===== config.mk =====
export PLATFORM = sky130hd
export DESIGN_NAME = multicycle_control
export DESIGN_NICKNAME = d
export VERILOG_FILES = /design/src/rtl/multicycle_control.sv
export SDC_FILE = /design/constraint.sdc
export NUM_CORES = 1
export LEC_CHECK = 0
export BUFFER_PORTS_ARGS = -buffer_cell sky130_fd_sc_hd__buf_2
export CORE_ASPECT_RATIO = 1.75
export CORE_UTILIZATION = 55
export CTS_BUF_LIST = sky130_fd_sc_hd__clkbuf_4 sky130_fd_sc_hd__clkbuf_8
export DETAILED_ROUTE_END_ITERATION = 10
export PLACE_DENSITY_LB_ADDON = 0.3
export SYNTH_ARGS = -nofsm -noshare
export SYNTH_HDL_FRONTEND = slang
export SYNTH_SLANG_ARGS = --single-unit

===== constraint.sdc =====
create_clock -name clk -period 2.6 [get_ports clk]
set_clock_uncertainty 0.1 [all_clocks]
set_input_delay 0.52 -clock clk [delete_from_list [all_inputs] [get_ports clk]]
set_output_delay 0.52 -clock clk [all_outputs]
set_load 0.01 [all_outputs]

===== src/rtl/multicycle_control.sv =====
// Multi-cycle main control FSM for a MIPS-style datapath: sequences each instruction,
// drives the ALU and datapath enables, flags illegal opcodes and counts retired instructions.
module multicycle_control #(
    parameter int unsigned COUNT_WIDTH = 32
) (
    input  logic                   clk,
    input  logic                   reset,
    input  logic [5:0]             opcode,
    input  logic [5:0]             funct,
    input  logic                   zero,
    output logic                   pc_en,
    output logic                   iord,
    output logic                   mem_read,
    output logic                   mem_write,
    output logic                   ir_write,
    output logic                   reg_dst,
    output logic                   mem_to_reg,
    output logic                   reg_write,
    output logic                   alu_src_a,
    output logic [1:0]             alu_src_b,
    output logic [2:0]             alu_control,
    output logic [1:0]             pc_source,
    output logic [3:0]             state,
    output logic                   illegal,
    output logic [COUNT_WIDTH-1:0] instr_count
);

    typedef enum logic [3:0] {
        StFetch    = 4'd0,
        StDecode   = 4'd1,
        StMemAddr  = 4'd2,
        StMemRead  = 4'd3,
        StMemWb    = 4'd4,
        StMemWrite = 4'd5,
        StExecute  = 4'd6,
        StAluWb    = 4'd7,
        StBranch   = 4'd8,
        StJump     = 4'd9,
        StAddiExec = 4'd10,
        StAddiWb   = 4'd11
    } state_e;

    localparam logic [5:0] OpRtype = 6'b000000;
    localparam logic [5:0] OpLw    = 6'b100011;
    localparam logic [5:0] OpSw    = 6'b101011;
    localparam logic [5:0] OpBeq   = 6'b000100;
    localparam logic [5:0] OpJ     = 6'b000010;
    localparam logic [5:0] OpAddi  = 6'b001000;

    localparam logic [5:0] FnAnd = 6'b100100;
    localparam logic [5:0] FnOr  = 6'b100101;
    localparam logic [5:0] FnAdd = 6'b100000;
    localparam logic [5:0] FnSub = 6'b100010;
    localparam logic [5:0] FnSlt = 6'b101010;

    localparam logic [2:0] AluAnd = 3'b000;
    localparam logic [2:0] AluOr  = 3'b001;
    localparam logic [2:0] AluAdd = 3'b010;
    localparam logic [2:0] AluSub = 3'b011;
    localparam logic [2:0] AluSlt = 3'b100;

    state_e                 state_q, state_d;
    logic                   illegal_q;
    logic [COUNT_WIDTH-1:0] count_q;
    logic [5:0]             funct_q;
    logic                   illegal_set;
    logic                   retire;
    logic                   funct_ok;

    assign funct_ok = (funct == FnAnd) || (funct == FnOr) || (funct == FnAdd) ||
                      (funct == FnSub) || (funct == FnSlt);

    always_comb begin
        state_d     = StFetch;
        illegal_set = 1'b0;
        retire      = 1'b0;
        case (state_q)
            StFetch: state_d = StDecode;
            StDecode: begin
                case (opcode)
                    OpRtype: begin
                        if (funct_ok) state_d = StExecute;
                        else          illegal_set = 1'b1;
                    end
                    OpLw, OpSw: state_d = StMemAddr;
                    OpBeq:      state_d = StBranch;
                    OpJ:        state_d = StJump;
                    OpAddi:     state_d = StAddiExec;
                    default:    illegal_set = 1'b1;
                endcase
            end
            StMemAddr:  state_d = (opcode == OpLw) ? StMemRead : StMemWrite;
            StMemRead:  state_d = StMemWb;
            StExecute:  state_d = StAluWb;
            StAddiExec: state_d = StAddiWb;
            StMemWb, StMemWrite, StAluWb, StBranch, StJump, StAddiWb: retire = 1'b1;
            default:    illegal_set = 1'b1;
        endcase
    end

    always_ff @(posedge clk) begin
        if (reset) begin
            state_q   <= StFetch;
            illegal_q <= 1'b0;
            count_q   <= '0;
            funct_q   <= '0;
        end else begin
            state_q <= state_d;
            if (illegal_set) illegal_q <= 1'b1;
            if (retire)      count_q   <= count_q + COUNT_WIDTH'(1);
            // EXECUTE decodes from this copy so later IR changes cannot disturb it
            if (state_q == StDecode) funct_q <= funct;
        end
    end

    always_comb begin
        pc_en       = 1'b0;
        iord        = 1'b0;
        mem_read    = 1'b0;
        mem_write   = 1'b0;
        ir_write    = 1'b0;
        reg_dst     = 1'b0;
        mem_to_reg  = 1'b0;
        reg_write   = 1'b0;
        alu_src_a   = 1'b0;
        alu_src_b   = 2'b00;
        alu_control = AluAnd;
        pc_source   = 2'b00;
        if (!reset) begin
            case (state_q)
                StFetch: begin
                    mem_read    = 1'b1;
                    ir_write    = 1'b1;
                    pc_en       = 1'b1;
                    alu_src_b   = 2'b01;
                    alu_control = AluAdd;
                end
                StDecode: begin
                    alu_src_b   = 2'b11;
                    alu_control = AluAdd;
                end
                StMemAddr: begin
                    alu_src_a   = 1'b1;
                    alu_src_b   = 2'b10;
                    alu_control = AluAdd;
                end
                StMemRead: begin
                    mem_read = 1'b1;
                    iord     = 1'b1;
                end
                StMemWb: begin
                    reg_write  = 1'b1;
                    mem_to_reg = 1'b1;
                end
                StMemWrite: begin
                    mem_write = 1'b1;
                    iord      = 1'b1;
                end
                StExecute: begin
                    alu_src_a = 1'b1;
                    case (funct_q)
                        FnAnd:   alu_control = AluAnd;
                        FnOr:    alu_control = AluOr;
                        FnAdd:   alu_control = AluAdd;
                        FnSub:   alu_control = AluSub;
                        FnSlt:   alu_control = AluSlt;
                        default: alu_control = AluAnd;
                    endcase
                end
                StAluWb: begin
                    reg_write = 1'b1;
                    reg_dst   = 1'b1;
                end
                StBranch: begin
                    alu_src_a   = 1'b1;
                    alu_control = AluSub;
                    pc_source   = 2'b01;
                    pc_en       = zero;
                end
                StJump: begin
                    pc_source = 2'b10;
                    pc_en     = 1'b1;
                end
                StAddiExec: begin
                    alu_src_a   = 1'b1;
                    alu_src_b   = 2'b10;
                    alu_control = AluAdd;
                end
                StAddiWb: reg_write = 1'b1;
                default: ;
            endcase
        end
    end

    assign state       = state_q;
    assign illegal     = illegal_q;
    assign instr_count = count_q;

endmodule


==> results.cfg, run 1 <==
[run_status]
status = completed

[global_route]
grt_usage_pct = 27.7
grt_pass1_vias = 2404
antenna_found_initial = 0
grt_max_degree = 42
globalRouteOverflowTotal = 0
grt_pass1_wl_mm = 10.6

[place]
port_buffers = 67
gp_congestion = 0.828
dp_worst_setup_slack_ns = 0.447
hpwl_mm = 4.79

[critical_path]
crit_required_ns = 1.98
worstPathArrival_ns = 1.81
setup.worst_path.start_class = flip-flop
path_buf_inv = 2
worst-setup-path-type = reg2out
reg2reg_slack_ns = 0.43
slowest_stage = dfxtp_1
path_cells = buf_4 > nor2b_2 > nand3b_1 > nor4_1 > buf_2
cpLargestDelayFamily = simple AND/OR/NAND/NOR gates
critPathCaptureType = output port
slowest_delay_ns = 0.44
crit_fanout = 18

[power]
p_leak_uw = 0.00124
p_comb_share_pct = 10.1
internal_power_uw = 904
power_frac_clock_pct = 33.6
p_per_area_nw_per_um2 = 391
irDropWorstVdd_v = 0.000347
p_sw_share_pct = 24.5
switchingPower_uw = 294
seqPwrFrac_pct = 56.3

[synth]
ys_seq_area_share_pct = 32.6
synth.distinct_cells = 50
netlist_area_um2 = 2640
synth_common_cells = 43 x dfxtp_1, 34 x nor2_1, 27 x nand2_1, 24 x a21oi_1, 15 x nor2b_1
synth_cells = 321
synth_area_per_cell_um2 = 8.22
ys_seq_elements = 43
synth_edf_count = 0
ys.flop_type = dfxtp_1
synth_top_cell_by_area = dfxtp_1
yosysWarnings = 0
synth-async-reset-ratio_pct = 0
synth_area_leaders = dfxtp_1 33%, nor2_1 4.8%, a21oi_1 4.6%
yosysMostFrequentCell = dfxtp_1
synth_nets = 337
synth_top_area_share_pct = 32.6

[clocking]
path_clk_slew_ns = 0.07
cts_buffers = 5
clk-insertion-delay-late_ns = 0.29
cts_root_buf = clkbuf_8
cts.sinks = 43
cts_tree = yes
postCtsHoldBufs = 0
clockBufferDepth = 2
htreeDepth = 2

[finish]
seq_area_um2 = 861
fin_util_pct = 66.2
multiInputGateArea_um2 = 1630
nFillCells = 426
nNetsFinal = 397
antennaDiodeCount = 0
drive_gt1_share_pct = 27.4
area_growth_pct = 16.1

[timing]
finalMaxSlewViolations = 0
hold_viol = 0
setup_viol = 0
fin_ws_ns = 0.174
tightest_slew_ns = 0.731
rsz0062_at_grt = no
post-route-min-period_ns = 2.43
fin_setup_tns_ns = 0
fin_crit_sh_pct = 93.3
fmax_mhz = 412
timing.slew.headroom_pct = 50.9

[die]
fp.dieW_um = 54.3
dieArea_um2 = 5090
io_pins = 68
start_util_pct = 57.0
die_h_um = 93.6
coreArea_um2 = 4620
row_count = 33

[job]
maxCapViolCount = 0

[drt]
postRouteAntennaNets = 0
post_drt_wl_per_cell_um = 15.0
via_per_inst = 6.11
drt_iter0_drc = 49
first_pass_iters = 4
drc = 0
routed_wl_mm = 6.49
route.vias.total = 2639

[min_path]
worstHoldPathType = reg2reg
[final timing paths]
kind	from	to	depth (start not counted)
setup reg to reg	instr_count[6]	instr_count[22]	4
hold reg to reg	funct_q[5]	funct_q[5]	2
hold / removal	funct_q[5]	funct_q[5]	2
setup / recovery	state[2]	alu_control[2]	5
[flip-flops by register name, summed over array words and instances (netlist names)]
name         cells
instr_count     32
state            4
funct_q          6
illegal          1
[placed cells by master (no fill, tap or decap), drive strengths merged, types with 2 or more instances in the layout]
cell type / instances
nor4: 12
or3: 6
and4: 5
nor4b: 4
nor3b: 3
inv: 9
nor3: 13
nor2b: 15
or4: 9
clkbuf: 6
mux2i: 2
nand3b: 2
and3: 3
o21ai: 8
nand3: 13
nor2: 34
nand2: 27
o31ai: 10
a2111oi: 3
xor2: 5
a21oi: 24
dfxtp: 43
nand4: 9
xnor2: 2
nand2b: 6
mux2: 14
and2: 4
buf: 75
maj3: 2
[tightest hold or removal path, cell delays in order, from the launching register on]
cell	delay (ns)
dfxtp_1	0.31
nand2_1	0.05
a21oi_1	0.05
[final cells by class]
cell class,count,share of cell area [%]
repair buffers,75,12.9
multi-input cells,247,53.2
clock buffers,6,2.49
flip-flops and latches,43,28.1
inverters,9,1.10
well taps,52,2.13
[power by group through the flow]
stage | sequential [uW] | clock (uW) | combinational [uW]
2_1_floorplan | 690 | 0 | 71.6
3_3_place_gp | 689 | 0 | 118
3_5_place_dp | 690 | 0 | 120
4_1_cts | 674 | 412 | 121
5_1_grt | 676 | 434 | 135
6_report | 674 | 403 | 121
[per-layer routing]
metal  GRT usage (%)  up-vias  wire length [um]
met3            3.74       12               232
met1            31.1     1256              2580
met5               0        -                 0
met2            49.0       88              3520
met4            12.2        0               155
li1                -     1283                 -
[metrics by stage]
stage	total power, uW	hold slack (ns)	cell area (um^2)	cells
after floorplan	762	0.332	2640	321
after CTS	1210	0.355	3050	432
after detailed placement	810	0.345	2980	426
after global placement	807	0.340	2980	426
after global routing	1240	0.382	3060	432
final	1200	0.354	3060	432
[cells by family after synthesis]
family                     share of synthesized area (%)
AOI/OAI and AO/OA                                   12.1
and+or+nand+nor                                     38.5
xor gates and xnor gates                            3.04
DFF                                                 32.6
adders and majority gates                           1.23
muxes                                               6.74
buffers and inverters                               5.83
[repair_timing]
| item | in CTS | in global routing |
|---|---|---|
| endpoints found under the setup margin | 0 | 1 |
| setup buffers | 0 | 0 |
| gates resized for setup | 0 | 2 |
Power figures use the tool's default switching activity.
==> inputs of run 2 (changes only) <==
--- a/config.mk
+++ b/config.mk
@@ -11,6 +11,7 @@
 export CTS_BUF_LIST = sky130_fd_sc_hd__clkbuf_4 sky130_fd_sc_hd__clkbuf_8
 export DETAILED_ROUTE_END_ITERATION = 10
 export PLACE_DENSITY_LB_ADDON = 0.3
+export RECOVER_POWER = 50
 export SYNTH_ARGS = -nofsm -noshare
 export SYNTH_HDL_FRONTEND = slang
 export SYNTH_SLANG_ARGS = --single-unit
==> run 2 against run 1 <==
  * Via count down 0.87%
  * Die area unchanged
  * First-iteration DRC count up 2.0%
  * Design area fell by 1.5%
  * Largest cell class unchanged
  * Largest power group unchanged
==> results.cfg, run 2 (same netlist as run 1, synthesis figures left out) <==
[clocking]
cts_root_buf = clkbuf_8
clockBufferDepth = 2
cts_tree = yes
postCtsHoldBufs = 0
htreeDepth = 2
path_clk_slew_ns = 0.07
cts_buffers = 5
cts.sinks = 43
clk-insertion-delay-late_ns = 0.29

[min_path]
holdPathEnd = funct_q[5]
hp-start = funct_q[5]
holdPathStages = 2
worstHoldPathType = reg2reg

[timing]
tightest_slew_ns = 0.729
finalMaxSlewViolations = 0
post-route-min-period_ns = 2.43
fin_setup_tns_ns = 0
rsz0062_at_grt = no
fin_crit_sh_pct = 93.4
fmax_mhz = 412
setup_viol = 0
timing.slew.headroom_pct = 51.0
hold_viol = 0

[critical_path]
timing.rr.start = instr_count[5]
worst-setup-path-type = reg2out
setup.worst_path.start_class = flip-flop
reg2reg_slack_ns = 0.44
worstPathArrival_ns = 1.81
reg2regPathDepth = 4
r2r-end = instr_count[22]
crit_fanout = 18
setup.worst_path.start = state[2]
critPathCaptureType = output port
crit_required_ns = 1.98

[power]
p_leak_uw = 0.00109
irDropWorstVdd_v = 0.000348
p_per_area_nw_per_um2 = 397

[die]
start_util_pct = 57.0
io_pins = 68
coreArea_um2 = 4620
die_h_um = 93.6
fp.dieW_um = 54.3
dieArea_um2 = 5090
row_count = 33

[place]
port_buffers = 67
hpwl_mm = 4.79
gp_congestion = 0.828

[finish]
fin_util_pct = 65.2
nNetsFinal = 397
area_growth_pct = 14.3
drive_gt1_share_pct = 18.2
seq_area_um2 = 861
antennaDiodeCount = 0
nFillCells = 420
layout_commonest_cell = dfxtp_1
largest_register_ff_count = 32
layout_common_cells = 43 x dfxtp_1, 35 x clkbuf_1, 34 x nor2_1
multiInputGateArea_um2 = 1630

[drt]
postRouteAntennaNets = 0
drt_iter0_drc = 50
routed_wl_mm = 6.51
post_drt_wl_per_cell_um = 15.1
via_per_inst = 6.06
drc = 0
route.vias.total = 2616
first_pass_iters = 4

[global_route]
grtUsageMet2_pct = 49.0
busiest_layer = met2
grt_pass1_vias = 2404
grt_pass1_wl_mm = 10.6
grt_usage_pct = 27.7
grt_max_degree = 42
antenna_found_initial = 0
globalRouteOverflowTotal = 0
grt_use_met3_pct = 3.74
grt_use_met1_pct = 31.1

[job]
maxCapViolCount = 0

[run_status]
status = completed
## run 2: worst max-delay path by stage
stage	end	slack [ns]	cells past startpoint
2_1_floorplan	alu_control[2]	0.33	6
3_3_place_gp	alu_control[2]	0.49	5
3_5_place_dp	alu_control[2]	0.45	5
4_1_cts	alu_control[2]	0.12	5
5_1_grt	alu_control[2]	0.02	5
6_report	alu_control[2]	0.17	5
## run 2: worst max-delay path, cell delays in order, from the launching register on
cell and delay (ns):
dfxtp_1 0.44, buf_4 0.26, nor2b_2 0.24, nand3b_1 0.12
nor4_1 0.27, buf_2 0.19
## run 2: per-stage QoR
stage / cells / hold slack (ns) / setup WS (ns) / area, um^2 / power [uW]
floorplan: 321 / 0.332 / 0.333 / 2640 / 762
global placement: 426 / 0.340 / 0.494 / 2980 / 807
detailed placement: 426 / 0.345 / 0.447 / 2980 / 810
CTS: 432 / 0.355 / 0.120 / 3050 / 1210
global route: 432 / 0.382 / 0.0194 / 3020 / 1240
finish: 432 / 0.354 / 0.170 / 3020 / 1200
## run 2: area by class of cell
| class | instances | share of cell area, % |
|---|---|---|
| well taps | 52 | 2.16 |
| flip-flops and latches | 43 | 28.5 |
| clock buffers | 6 | 2.53 |
| repair buffers | 75 | 11.6 |
| inverters | 9 | 1.12 |
| multi-input cells | 247 | 54.1 |
## run 2: timing repair
action                                  4_1_cts  5_1_grt
setup buffers                                 0        0
gates resized for setup                       0        2
endpoints found under the setup margin        0        1
## run 2: routing by layer
metal	wire [um]	vias up	part of all wire [%]
li1	-	1284	-
met1	2590	1247	40
met2	3550	75	55
met3	233	10	3.6
met4	137	0	2.1
met5	0	-	0
## run 2: power breakdown
| group | total, uW | internal (uW) | switching, uW | leakage (uW) |
|---|---|---|---|---|
| registers | 674 | 667 | 7.26 | 0.000348 |
| logic | 120 | 47.0 | 73.3 | 0.000703 |
| clock network | 404 | 190 | 214 | 0.0000406 |
